$ cat src/rtl/audio_fx_pkg.sv
// Shared types and effect table for the audio effect feeder.
// Holds the effect and FSM state enums, per-effect tone parameters
// (half-period, sweep delta, length, noise flag) and the LFSR seed.
package audio_fx_pkg;

  localparam int unsigned HALF_W = 8;
  localparam int unsigned LEN_W  = 12;
  localparam int unsigned LFSR_W = 16;

  typedef enum logic [1:0] {
    FX_SHOT      = 2'd0,
    FX_UFO       = 2'd1,
    FX_EXPLOSION = 2'd2,
    FX_STEP      = 2'd3
  } fx_e;

  typedef enum logic [1:0] {
    ST_IDLE    = 2'd0,
    ST_PLAY    = 2'd1,
    ST_RELEASE = 2'd2
  } state_e;

  // Indexed by fx_e: SHOT, UFO, EXPLOSION, STEP.
  // EXPLOSION's half-period is only used when noise generation is compiled out.
  localparam logic [HALF_W-1:0]  FX_HALF  [4] = '{8'd8, 8'd24, 8'd60, 8'd48};
  localparam logic signed [7:0]  FX_SWEEP [4] = '{8'sd1, 8'sd0, 8'sd0, 8'sd0};
  localparam logic [LEN_W-1:0]   FX_LEN   [4] = '{12'd512, 12'd1024, 12'd768, 12'd128};
  localparam logic               FX_NOISE [4] = '{1'b0, 1'b0, 1'b1, 1'b0};

  localparam logic [LFSR_W-1:0] LFSR_SEED = 16'hACE1;

endpackage

$ cat src/rtl/audio_lfsr.sv
// 16-bit Fibonacci LFSR (taps 16,14,13,11) advancing one step when step=1.
// Ports: clk, rst_n (async active-low, loads LFSR_SEED), step, q (state).
module audio_lfsr
  import audio_fx_pkg::*;
(
  input  logic              clk,
  input  logic              rst_n,
  input  logic              step,
  output logic [LFSR_W-1:0] q
);

  logic feedback;

  assign feedback = q[15] ^ q[13] ^ q[12] ^ q[10];

  always_ff @(posedge clk or negedge rst_n) begin
    if (!rst_n)    q <= LFSR_SEED;
    else if (step) q <= {q[LFSR_W-2:0], feedback};
  end

endmodule

$ cat src/rtl/audio_fx_feeder.sv
// Sound-effect sample generator feeding an I2S transmitter one stereo word
// per frame. Effects play a square tone (optionally swept), then release by
// halving amplitude in steps before returning to silence.
// Optional feature: define AUDIO_NOISE_EN to make EXPLOSION an LFSR noise burst.
// Ports: Clock (SCLK), nReset (async active-low), Ready (frame-done strobe),
//        fx_valid/fx_sel (effect request), busy (effect active), Tx {left,right}.
module audio_fx_feeder
  import audio_fx_pkg::*;
#(
  parameter int unsigned       WIDTH          = 16,
  parameter logic [WIDTH-1:0]  AMPLITUDE      = 16'h2000,
  parameter int unsigned       SWEEP_FRAMES   = 16,
  parameter int unsigned       RELEASE_FRAMES = 256
) (
  input  logic               Clock,
  input  logic               nReset,
  input  logic               Ready,
  input  logic               fx_valid,
  input  logic [1:0]         fx_sel,
  output logic               busy,
  output logic [2*WIDTH-1:0] Tx
);

  localparam int unsigned SW_W  = $clog2(SWEEP_FRAMES + 1);
  localparam int unsigned REL_W = $clog2(RELEASE_FRAMES + 1);

  state_e              state, state_n, cur_state;
  logic                ready_q, tick;
  logic                pend_vld, pend_vld_n;
  fx_e                 pend_sel, pend_sel_n, req_sel;
  logic                req;
  logic [HALF_W-1:0]   half, half_n, cur_half, ph_inc;
  logic signed [7:0]   sweep, sweep_n, cur_sweep;
  logic [LEN_W-1:0]    len, len_n, cur_len, len_dec;
  logic [HALF_W-1:0]   phase, phase_n, cur_phase;
  logic                pol, pol_n, cur_pol;
  logic [WIDTH-1:0]    amp, amp_n, cur_amp, sample;
  logic [SW_W-1:0]     sw_cnt, sw_cnt_n, cur_sw_cnt, sw_inc;
  logic [REL_W-1:0]    rel_cnt, rel_cnt_n, cur_rel_cnt, rel_inc;
  logic [2:0]          shifts, shifts_n, cur_shifts, sh_inc;
  logic signed [9:0]   sw_sum;
  logic [2*WIDTH-1:0]  tx_n;

  // Rising edge of Ready marks a new frame.
  assign tick = Ready & ~ready_q;

  // A request on the tick edge itself is honoured on that tick.
  assign req     = fx_valid | pend_vld;
  assign req_sel = fx_valid ? fx_e'(fx_sel) : pend_sel;

`ifdef AUDIO_NOISE_EN
  logic              noise, noise_n, cur_noise, lfsr_step;
  logic [LFSR_W-1:0] lfsr_q;

  assign lfsr_step = tick && (cur_state != ST_IDLE);

  audio_lfsr u_lfsr (
    .clk   (Clock),
    .rst_n (nReset),
    .step  (lfsr_step),
    .q     (lfsr_q)
  );
`endif

  // Next-state and datapath: load on request, then advance one frame per tick.
  always_comb begin
    cur_state   = state;
    cur_half    = half;
    cur_sweep   = sweep;
    cur_len     = len;
    cur_phase   = phase;
    cur_pol     = pol;
    cur_amp     = amp;
    cur_sw_cnt  = sw_cnt;
    cur_rel_cnt = rel_cnt;
    cur_shifts  = shifts;
`ifdef AUDIO_NOISE_EN
    cur_noise   = noise;
`endif
    if (tick && req) begin
      cur_state   = ST_PLAY;
      cur_half    = FX_HALF[req_sel];
      cur_sweep   = FX_SWEEP[req_sel];
      cur_len     = FX_LEN[req_sel];
      cur_phase   = '0;
      cur_pol     = 1'b1;
      cur_amp     = AMPLITUDE;
      cur_sw_cnt  = '0;
      cur_rel_cnt = '0;
      cur_shifts  = '0;
`ifdef AUDIO_NOISE_EN
      cur_noise   = FX_NOISE[req_sel];
`endif
    end

    state_n    = cur_state;
    half_n     = cur_half;
    sweep_n    = cur_sweep;
    len_n      = cur_len;
    phase_n    = cur_phase;
    pol_n      = cur_pol;
    amp_n      = cur_amp;
    sw_cnt_n   = cur_sw_cnt;
    rel_cnt_n  = cur_rel_cnt;
    shifts_n   = cur_shifts;
`ifdef AUDIO_NOISE_EN
    noise_n    = cur_noise;
`endif
    pend_vld_n = pend_vld;
    pend_sel_n = pend_sel;
    tx_n       = Tx;
    ph_inc     = cur_phase + 8'd1;
    len_dec    = cur_len - 12'd1;
    sw_inc     = cur_sw_cnt + SW_W'(1);
    rel_inc    = cur_rel_cnt + REL_W'(1);
    sh_inc     = cur_shifts + 3'd1;
    sw_sum     = signed'({2'b00, cur_half}) + signed'({{2{cur_sweep[7]}}, cur_sweep});
    sample     = cur_pol ? cur_amp : (~cur_amp) + WIDTH'(1);
`ifdef AUDIO_NOISE_EN
    if (cur_noise) sample = lfsr_q[0] ? cur_amp : (~cur_amp) + WIDTH'(1);
`endif

    if (fx_valid) begin
      pend_vld_n = 1'b1;
      pend_sel_n = fx_e'(fx_sel);
    end

    if (tick) begin
      pend_vld_n = 1'b0;
      if (cur_state == ST_IDLE) begin
        tx_n = '0;
      end else begin
        tx_n = {sample, sample};
        // Square-wave phase runs in both PLAY and RELEASE.
        if (ph_inc == cur_half) begin
          pol_n   = ~cur_pol;
          phase_n = '0;
        end else begin
          phase_n = ph_inc;
        end

        if (cur_state == ST_PLAY) begin
          // Half-period sweep, saturated to 1..255.
          if (sw_inc == SW_W'(SWEEP_FRAMES)) begin
            sw_cnt_n = '0;
            if (sw_sum < 10'sd1)        half_n = 8'd1;
            else if (sw_sum > 10'sd255) half_n = 8'd255;
            else                        half_n = sw_sum[7:0];
          end else begin
            sw_cnt_n = sw_inc;
          end
          len_n = len_dec;
          if (len_dec == '0) state_n = ST_RELEASE;
        end else begin
          // Release: halve amplitude every RELEASE_FRAMES ticks, four times.
          if (rel_inc == REL_W'(RELEASE_FRAMES)) begin
            rel_cnt_n = '0;
            amp_n     = cur_amp >> 1;
            shifts_n  = sh_inc;
            if (sh_inc == 3'd4) state_n = ST_IDLE;
          end else begin
            rel_cnt_n = rel_inc;
          end
        end
      end
    end
  end

  // State and datapath registers.
  always_ff @(posedge Clock or negedge nReset) begin
    if (!nReset) begin
      state    <= ST_IDLE;
      ready_q  <= 1'b0;
      pend_vld <= 1'b0;
      pend_sel <= FX_SHOT;
      half     <= '0;
      sweep    <= '0;
      len      <= '0;
      phase    <= '0;
      pol      <= 1'b1;
      amp      <= AMPLITUDE;
      sw_cnt   <= '0;
      rel_cnt  <= '0;
      shifts   <= '0;
      Tx       <= '0;
      busy     <= 1'b0;
`ifdef AUDIO_NOISE_EN
      noise    <= 1'b0;
`endif
    end else begin
      state    <= state_n;
      ready_q  <= Ready;
      pend_vld <= pend_vld_n;
      pend_sel <= pend_sel_n;
      half     <= half_n;
      sweep    <= sweep_n;
      len      <= len_n;
      phase    <= phase_n;
      pol      <= pol_n;
      amp      <= amp_n;
      sw_cnt   <= sw_cnt_n;
      rel_cnt  <= rel_cnt_n;
      shifts   <= shifts_n;
      Tx       <= tx_n;
      busy     <= (state_n != ST_IDLE);
`ifdef AUDIO_NOISE_EN
      noise    <= noise_n;
`endif
    end
  end

endmodule

$ cat config.mk
export PLATFORM = sky130hd
export DESIGN_NAME = audio_fx_feeder
export DESIGN_NICKNAME = d
export VERILOG_FILES = /design/src/rtl/audio_fx_pkg.sv /design/src/rtl/audio_lfsr.sv /design/src/rtl/audio_fx_feeder.sv
export SDC_FILE = /design/constraint.sdc
export NUM_CORES = 1
export LEC_CHECK = 0
export CAP_MARGIN = 10
export CORE_ASPECT_RATIO = 0.7
export CORE_MARGIN = 1.5
export CORE_UTILIZATION = 45
export DETAILED_ROUTE_END_ITERATION = 10
export PLACE_DENSITY = 0.77
export SYNTH_ARGS = -nofsm -noshare
export SYNTH_HDL_FRONTEND = slang
export SYNTH_SLANG_ARGS = --single-unit
$ cat constraint.sdc
create_clock -name Clock -period 3.2 [get_ports Clock]
set_input_delay 0.96 -clock Clock [delete_from_list [all_inputs] [get_ports Clock]]
set_output_delay 0.96 -clock Clock [all_outputs]
set_load 0.02 [all_outputs]
======== Word level (Yosys, flattened, before mapping) ========
Index checks and enable logic that the tools add are counted.
word-level totals
  bits in registers ....................... 109
  bits of input ports ..................... 6
cells by class
  $add $sub $neg .......................... 7
  magnitude comparators ................... 3
  equality and inequality tests ........... 5
  multiplexer cells ....................... 61
  bitwise gates (word level) .............. 6
  reduce and logical (&&, ||, !) cells .... 5
operators by type and width
  kind                     count
  $mux W8                  16
  $mux W16                 6
  $mux W12                 6
  $mux W9                  5
  $bmux W8 S2              2
  $mux W32                 1
  $mux W5                  5
  $bmux W12 S2             1
  $add A16 B1 Y16 const B  1
  $mux W2                  8
  $not A16 Y16             1
  $mux W3                  5
  $logic_not A12 Y1        1
  $sub A12 B1 Y12 const B  1
  $add A9 B8 Y10           1
  $gt A10 B9 Y1 const B    1
  $lt A10 B2 Y1 const B    1
  $add A9 B1 Y9 const B    1
  $eq A9 B9 Y1 const B     1
  $add A8 B1 Y8 const B    1
  $eq A8 B8 Y1             1
  $mux W1                  6
  $add A5 B1 Y5 const B    1
  $eq A5 B5 Y1 const B     1
  11 further kinds         13

======== Logic depth before layout (Yosys ltp) ========
Gate-level depths: netlist of the first run.
  depth in word-level cells ............... 14
  gate-level depth with buffers ........... 17
  mapped depth without buffers ............ 13

======== Least setup slack after synthesis of the first run ========
OpenSTA, ideal clock, no wires.
  path kind ............................... in2reg
  start ................................... input fx_valid
  end ..................................... register half[6]
  data arrival time ....................... 3.901 ns
  required time ........................... 3.113 ns
  path slack .............................. -0.787 ns
  cell stages on the path ................. 16
  path buffers ............................ 5
  cells stage by stage .................... buf_6 > or2_4 > nand2_1 > buf_2 > clkbuf_1 > clkbuf_1 > and2_1 > ha_1 > nand3_1 > xor2_1 > nor3_1 > nand3_1 > clkbuf_1 > nor4_1 > a32oi_2 > o211ai_1
between the ends
  word-level cells in the longest chain between the ends .. 14
  elaborated cells between the ends (all ways) .. 27
  classes of those cells .................. add/sub (2); order compare (2); eq/ne (2); mux (17); bitwise (2); reduce/logical (2)
RTL lines
  item                                     line                                          RTL
  start, declared                          audio_fx_feeder.sv:18                         input logic fx_valid,
  $mux W2                                  --
  $not A2 Y3 (not written as such)         audio_fx_feeder.sv:82, audio_fx_feeder.sv:83
  $bmux W8 S2 (on tied branches)           audio_fx_feeder.sv:82, audio_fx_feeder.sv:83
  $mux W8 (on tied branches) (2 in a row)  audio_fx_feeder.sv:82, audio_fx_feeder.sv:83
  $mux W8                                  audio_fx_feeder.sv:80                         if (tick && req) begin
  $add A9 B8 Y10                           audio_fx_feeder.sv:117                        sw_sum = signed'({2'b00, cur_half}) + signed'({{2{cur_sweep[7]}}, cur_sweep});
  $gt A10 B9 Y1                            audio_fx_feeder.sv:147                        else if (sw_sum > 10'sd255) half_n = 8'd255;
  $mux W8                                  audio_fx_feeder.sv:147
  $mux W8                                  audio_fx_feeder.sv:146                        if (sw_sum < 10'sd1) half_n = 8'd1;
  $mux W8                                  audio_fx_feeder.sv:144                        if (sw_inc == SW_W'(SWEEP_FRAMES)) begin
  $mux W8                                  audio_fx_feeder.sv:142                        if (cur_state == ST_PLAY) begin
  $mux W8                                  audio_fx_feeder.sv:130                        if (cur_state == ST_IDLE) begin
  $mux W8 (*)                              audio_fx_feeder.sv:128                        if (tick) begin
  via half_n[6]                            audio_fx_feeder.sv:32                         logic [HALF_W-1:0] half, half_n, cur_half, ph_inc;
  end signal, assigned                     audio_fx_feeder.sv:195                        half <= half_n;
  end, declared                            audio_fx_feeder.sv:32
Mark *: on every way through the listed nets, which the timed path passes. The rest lies on a longest branch. The select of a mux whose other input is x is not followed.
A chain may end at the register's enable or synchronous reset.

======== Worst setup path in the final report of the first run ========
  start ................................... input fx_valid
  end ..................................... register half[5]
between the ends
  word-level cells in the longest chain between the ends .. 14
  elaborated cells between the ends (all ways) .. 27
  classes of those cells .................. add/sub (2); order compare (2); eq/ne (2); mux (17); bitwise (2); reduce/logical (2)
RTL lines
  item                                        line                    RTL
  $mux W2                                     --
  $not A2 Y3 (not written as such)            audio_fx_feeder.sv:83   cur_sweep = FX_SWEEP[req_sel];
  $bmux W8 S2                                 audio_fx_feeder.sv:83
  $mux W8 (not written as such) (2 in a row)  audio_fx_feeder.sv:83
  $mux W8 (*)                                 audio_fx_feeder.sv:80
  via cur_sweep[0]                            audio_fx_feeder.sv:33   logic signed [7:0] sweep, sweep_n, cur_sweep;
  $add A9 B8 Y10 (*)                          audio_fx_feeder.sv:117
  $gt A10 B9 Y1                               audio_fx_feeder.sv:147
  $mux W8                                     audio_fx_feeder.sv:147
  $mux W8 (*)                                 audio_fx_feeder.sv:146
  $mux W8 (*)                                 audio_fx_feeder.sv:144
  $mux W8 (*)                                 audio_fx_feeder.sv:142
  $mux W8 (*)                                 audio_fx_feeder.sv:130
  $mux W8 (*)                                 audio_fx_feeder.sv:128
  via half_n[5]                               audio_fx_feeder.sv:32
Marked as above.

==> impl_metrics.json, run 1 <==
{
  "grt_pass1_vias": 5690,
  "synth.avg_cell_area_um2": 8.85,
  "worst_pin_slew_ps": 648,
  "cts_tree": "built",
  "finalWeightedCongestion": 0.947,
  "ioPinCount": 39,
  "rsz0062_at_grt": "true",
  "power.internal_w": 0.00235,
  "cp_max_fo": 7,
  "die_h_um": 98.4,
  "cts_buffers": 9,
  "wl_per_cell_um": 17.9,
  "layout_common_cells": "140 x buf_4, 91 x dfrtp_1, 77 x nand2_1",
  "power_density_nw_per_um2": 426,
  "cpPeakStageDelay_ps": 400,
  "met1_usage_pct": 35.8,
  "path_class": "in2reg",
  "final_net_count": 835,
  "async_flop_share_pct": 100,
  "tns_ps": -196,
  "drc_errors": 2,
  "synth_nets": 685,
  "htreeDepth": 3,
  "cap_violations": 0,
  "dp_hpwl_mm": 12.1,
  "area_delta_synth_final_pct": 37.9,
  "crit_arrival_ps": 3460,
  "cp.buffers_inverters": 3,
  "start_util_pct": 46.6,
  "drive_above_1_share_pct": 30.9,
  "swShare_pct": 31.7,
  "setup_ws_ps": -53.1,
  "p_leak_nw": 3.45,
  "vias": 5643,
  "top_usage_layer": "met2",
  "grt_max_degree": 55,
  "ir_drop_mv": 0.348,
  "vias_per_cell": 5.77,
  "crit_top_cell": "o211ai_1",
  "syn_inst": 661,
  "synth_edf_count": 0,
  "port_buffers": 38,
  "gr-total-overflow": 0,
  "diodes": 0,
  "fp.dieW_um": 139,
  "use_met3_pct": 3.89,
  "path_clk_slew_ps": 70,
  "die-area_um2": 13700,
  "use_met2_pct": 42.1,
  "max_freq_ghz": 0.307,
  "violations": "design-rule violations, negative setup slack",
  "grt_pass1_wl_mm": 28.4,
  "ys_seq_elements": 93,
  "dr.pass1.iters": 8,
  "grtUsageTotal_pct": 25.7,
  "status": "finished, violations left",
  "period_share_pct": 102,
  "ant_nets": 0,
  "synth_ff_type": "dfrtp_1",
  "yosys_warnings": 0,
  "wl_mm": 17.5,
  "max_slew_margin_pct": 56.4,
  "path_delay_family": "compound AO/OA/AOI/OAI gates",
  "hold_viol_final": 0,
  "drtIter0Drc": 412,
  "cp-start-kind": "input port",
  "cts_root_buf": "clkbuf_16",
  "place_ws_ps": -1000,
  "slew_viol_final": 0,
  "antenna_found_initial": 0,
  "p_seq_share_pct": 40.8,
  "setup_viol": 8,
  "fin_skew_ps": 10.6,
  "slowest_stage": "o32a_1",
  "hold_class": "reg2reg",
  "syn_area_um2": 5850,
  "std_cell_rows": 34,
  "clkSinkCount": 93,
  "clk_path_buf_depth": 2,
  "fin_crit_ps": 3250,
  "cp_data_required_time_ps": 3410,
  "power_frac_comb_pct": 26.6,
  "synth_cell_types": 69,
  "crit_chain": "buf_12 > buf_8 > nor3b_4 > o211ai_1 > nand2_1 > ha_4 > maj3_2 > a21oi_2 > o32a_1 > o2111ai_2 > buf_4 > a21oi_4 > a32oi_4 > o211ai_1",
  "p_sw_w": 0.00109,
  "power_frac_clock_pct": 32.6,
  "layout_commonest_cell": "buf_4",
  "worstSkewPairLatency_ps": 350,
  "worst_setup_path_end_kind": "register",
  "seq_area_frac_synth_pct": 39.8,
  "coreArea_um2": 12500
}
logic make-up (layout without fill, tap and decap cells):
group / after synthesis / count (layout) / share of synthesized area [%]
DFF: 93 / 93 / 39.8
AOI/OAI and AO/OA: 160 / 160 / 18.2
muxes: 9 / 9 / 1.60
adders and majority gates: 19 / 19 / 4.02
xor gates and xnor gates: 60 / 60 / 8.98
and+or+nand+nor: 250 / 250 / 21.2
buffers and inverters: 70 / 225 / 6.14
registers in the layout (all words and copies together), names as in the netlist:
register	count
len	12
ready_q	1
pol	1
rel_cnt	9
state	2
shifts	3
pend_vld	1
sweep	8
pend_sel	2
phase	8
Tx	16
amp	16
busy	1
sw_cnt	5
half	8
per-layer routing:
layer | up-vias | wire (µm)
met5 | - | 0
met4 | 0 | 212
met3 | 22 | 932
met2 | 186 | 8300
met1 | 2815 | 8060
li1 | 2620 | -
synthesized netlist by cell type (5+ instances only):
cell type | number | area share (%)
xnor2_1 | 42 | 6.3
nand2_1 | 83 | 5.3
o21ai_0 | 44 | 3.8
nor2_1 | 47 | 3.0
buf_4 | 18 | 2.3
and2_1 | 20 | 2.1
and3_1 | 6 | 0.64
nor3_1 | 14 | 1.2
o211ai_1 | 13 | 1.7
mux2i_1 | 6 | 1.0
nor4_1 | 6 | 0.64
dfrtp_1 | 91 | 39
a21oi_1 | 28 | 2.4
ha_1 | 18 | 3.8
nand3_1 | 37 | 3.2
xor2_1 | 18 | 2.7
or3_1 | 7 | 0.75
buf_2 | 11 | 0.94
clkbuf_1 | 17 | 1.1
a21o_1 | 5 | 0.64
nand4_1 | 6 | 0.64
inv_1 | 20 | 1.3
o31ai_1 | 11 | 1.4
a31oi_1 | 12 | 1.3
metrics by stage:
| step | hold slack (ps) | utilization [%] | cells | power, W | instance area (µm²) |
|---|---|---|---|---|---|
| floorplan | 449 | - | 661 | 0.00190 | 6150 |
| global placement | 467 | 57.7 | 928 | 0.00218 | 7240 |
| detailed placement | 503 | 57.7 | 928 | 0.00222 | 7240 |
| CTS | 513 | 63.0 | 977 | 0.00340 | 7900 |
| global route | 536 | 64.3 | 978 | 0.00359 | 8070 |
| finish | 507 | 64.3 | 978 | 0.00344 | 8070 |
layout make-up:
class	instances	area [µm²]
clock buffers	9	225
clock inverters	7	80.1
fillers	970	4480
inverters	22	82.6
multi-input cells	498	3590
flip-flops and latches	93	2330
well taps	162	203
repair buffers	187	1560
final timing paths:
kind / cells past startpoint / start / slack [ps] / end
max: 14 / fx_valid / -50 / half[5]
max reg2reg: 12 / pend_vld / 230 / half[0]
max in group asynchronous: 2 / nReset / 1980 / amp[13]
min: 2 / Tx[21] / 510 / Tx[21]
min in group asynchronous: 1 / nReset / 540 / sweep[6]
min reg2reg: 2 / Tx[21] / 510 / Tx[21]
worst reg2reg max path, delay by kind of cell, from the launching register on:
kind / cells / cell delay (ps)
AOI/OAI and AO/OA: 6 / 1140
adders and majority gates: 2 / 510
buffers and inverters: 1 / 180
muxes: 1 / 230
and+or+nand+nor: 2 / 340
DFF: 1 / 440
power by group through the flow:
stage               logic, W  clock network (W)  registers, W
floorplan           0.000509                  0       0.00139
global placement    0.000768                  0       0.00141
detailed placement  0.000800                  0       0.00142
CTS                 0.000871            0.00113       0.00140
global route        0.000990            0.00118       0.00142
finish              0.000916            0.00112       0.00140
repair_timing:
item / in CTS / in global routing
setup endpoints to repair: 58 / 41
pin swaps: 16 / 20
hold buffers: 0 / 0
gates resized for setup: 28 / 35
buffers inserted: 33 / 5
(Power assumes the default switching activity.)
==> run 2: changes to the inputs <==
- CORE_MARGIN: 1.5 -> 2
- RECOVER_POWER: not set -> 50
==> run 2 against run 1 <==
Compared with the run above: the flow finishes with violations (max-capacitance violations, max-slew violations, negative setup slack); register-to-register slack worse by 50 ps; maximum frequency down 0.32%; first-iteration DRC count up 12%; wire length down 4.8%; clock-buffer cell count up 2; largest power group unchanged; utilization down 1.9 points.
==> impl_metrics.json, run 2 (synthesis results as in run 1) <==
{
  "status": "finished, violations left",
  "violations": "max-capacitance violations, max-slew violations, negative setup slack",
  "power_density_nw_per_um2": 417,
  "layout_common_cells": "124 x buf_4, 91 x dfrtp_1, 77 x nand2_1",
  "dp_hpwl_mm": 11.9,
  "ant_nets": 0,
  "drc_errors": 0,
  "top_usage_layer": "met2",
  "total_power_w": 0.00326,
  "worst_setup_path_end_kind": "register",
  "dr.pass1.iters": 5,
  "final_net_count": 819,
  "ir_drop_mv": 0.383,
  "period_share_pct": 102,
  "vias": 5535,
  "gr-total-overflow": 0,
  "grtUsageTotal_pct": 24.2,
  "hold_class": "reg2reg",
  "max_freq_ghz": 0.306,
  "drtIter0Drc": 463,
  "clkSinkCount": 93,
  "cp_data_required_time_ps": 3420,
  "port_buffers": 38,
  "dp.cells": 930,
  "die_h_um": 99.4,
  "worst_pin_slew_ps": 2410,
  "wl_mm": 16.7,
  "start_util_pct": 46.6,
  "p_leak_nw": 3.32,
  "grt_pass1_vias": 5252,
  "ioPinCount": 39,
  "crit_arrival_ps": 3490,
  "path_class": "in2reg",
  "instances_no_fill": 962,
  "worstSkewPairLatency_ps": 340,
  "cts_tree": "built",
  "cp-start-kind": "input port",
  "cts_buffers": 9,
  "met1_usage_pct": 34.8,
  "fin_crit_ps": 3260,
  "reg_top3": "Tx x16, amp x16, len x12",
  "clk_path_buf_depth": 2,
  "use_met3_pct": 4.24,
  "cp_max_fo": 5,
  "hold_viol_final": 0,
  "coreArea_um2": 12500,
  "slowest_stage": "or3_1",
  "cp.buffers_inverters": 4,
  "path_delay_family": "compound AO/OA/AOI/OAI gates",
  "crit_chain": "buf_8 > buf_6 > nor3b_4 > buf_4 > o211ai_1 > nand2_2 > ha_4 > nand3_2 > a21oi_2 > a211o_1 > a31oi_4 > buf_6 > or3_1 > mux2i_2 > o211ai_1",
  "wl_per_cell_um": 17.3,
  "vias_per_cell": 5.75,
  "path_clk_slew_ps": 70,
  "slew_viol_final": 40,
  "finalWeightedCongestion": 0.901,
  "rsz0062_at_grt": "true",
  "antenna_found_initial": 0,
  "diodes": 0,
  "tns_ps": -364,
  "layout_commonest_cell": "buf_4",
  "cts_hold_buf": 0,
  "setup_ws_ps": -63.5,
  "drive_above_1_share_pct": 28.6,
  "grt_max_degree": 40,
  "grt_pass1_wl_mm": 27.1,
  "cpPeakStageDelay_ps": 350,
  "setup_viol": 8,
  "die-area_um2": 14000,
  "final_util_pct": 62.4,
  "std_cell_rows": 34,
  "fp.dieW_um": 140,
  "cap_violations": 1,
  "htreeDepth": 3,
  "max_slew_margin_pct": -60.4,
  "fin_skew_ps": 9.28,
  "cts_root_buf": "clkbuf_16",
  "use_met2_pct": 38.2,
  "area_delta_synth_final_pct": 33.8
}
==> run 2: cell type report <==
cell class	instances	area, µm²
clock buffer	11	233
clock inverter	5	27.5
fill	994	4720
inverter	22	82.6
multi-input combinational	499	3540
sequential	93	2330
tap	162	203
timing repair buffer	170	1420
==> run 2: path summary, 6_finish.rpt <==
check	start	to	slack, ps	depth (start not counted)
worst max-delay path	fx_valid	half[0]	-60	15
worst min-delay path	sweep[6]	sweep[6]	500	1
worst max register to register	pend_vld	half[0]	180	13
worst min register to register	sweep[6]	sweep[6]	500	1
max in group asynchronous	nReset	pol	380	2
min in group asynchronous	nReset	sweep[7]	1340	1
==> run 2: routing by layer <==
| layer | part of all wire (%) | routed length, µm | up-vias |
|---|---|---|---|
| li1 | - | - | 2608 |
| met2 | 46 | 7660 | 185 |
| met3 | 6.4 | 1070 | 23 |
| met4 | 1.3 | 217 | 0 |
| met5 | 0 | 0 | - |
| met1 | 46 | 7710 | 2719 |
==> run 2: what timing repair did <==
| item | 4_1_cts | 5_1_grt |
|---|---|---|
| gates resized for setup | 35 | 21 |
| gates cloned | 0 | 1 |
| endpoints found under the setup margin | 44 | 39 |
| buffers inserted | 11 | 5 |
| pin swaps | 24 | 22 |
==> run 2: through the flow <==
stage | area [µm²] | hold slack (ps) | setup WS (ps)
CTS | 7700 | 501 | 2.67
global route | 7830 | 505 | -212
global placement | 7250 | 474 | -881
floorplan | 6150 | 449 | -304
detailed placement | 7250 | 480 | -994
finish | 7830 | 495 | -63.5
==> run 2: power by group <==
part	switching [W]	internal [W]	total, W
combinational	0.000457	0.000430	0.000887
clock	0.000450	0.000522	0.000972
sequential	0.000129	0.00128	0.00140
==> run 3: changes to the inputs <==
- SYNTH_HIERARCHICAL: not set -> 1
==> results of run 3 <==
No change in the layout: final DEF, timing and power equal those of run 2.
Among the figures that moved: Yosys warning count 0 -> 6
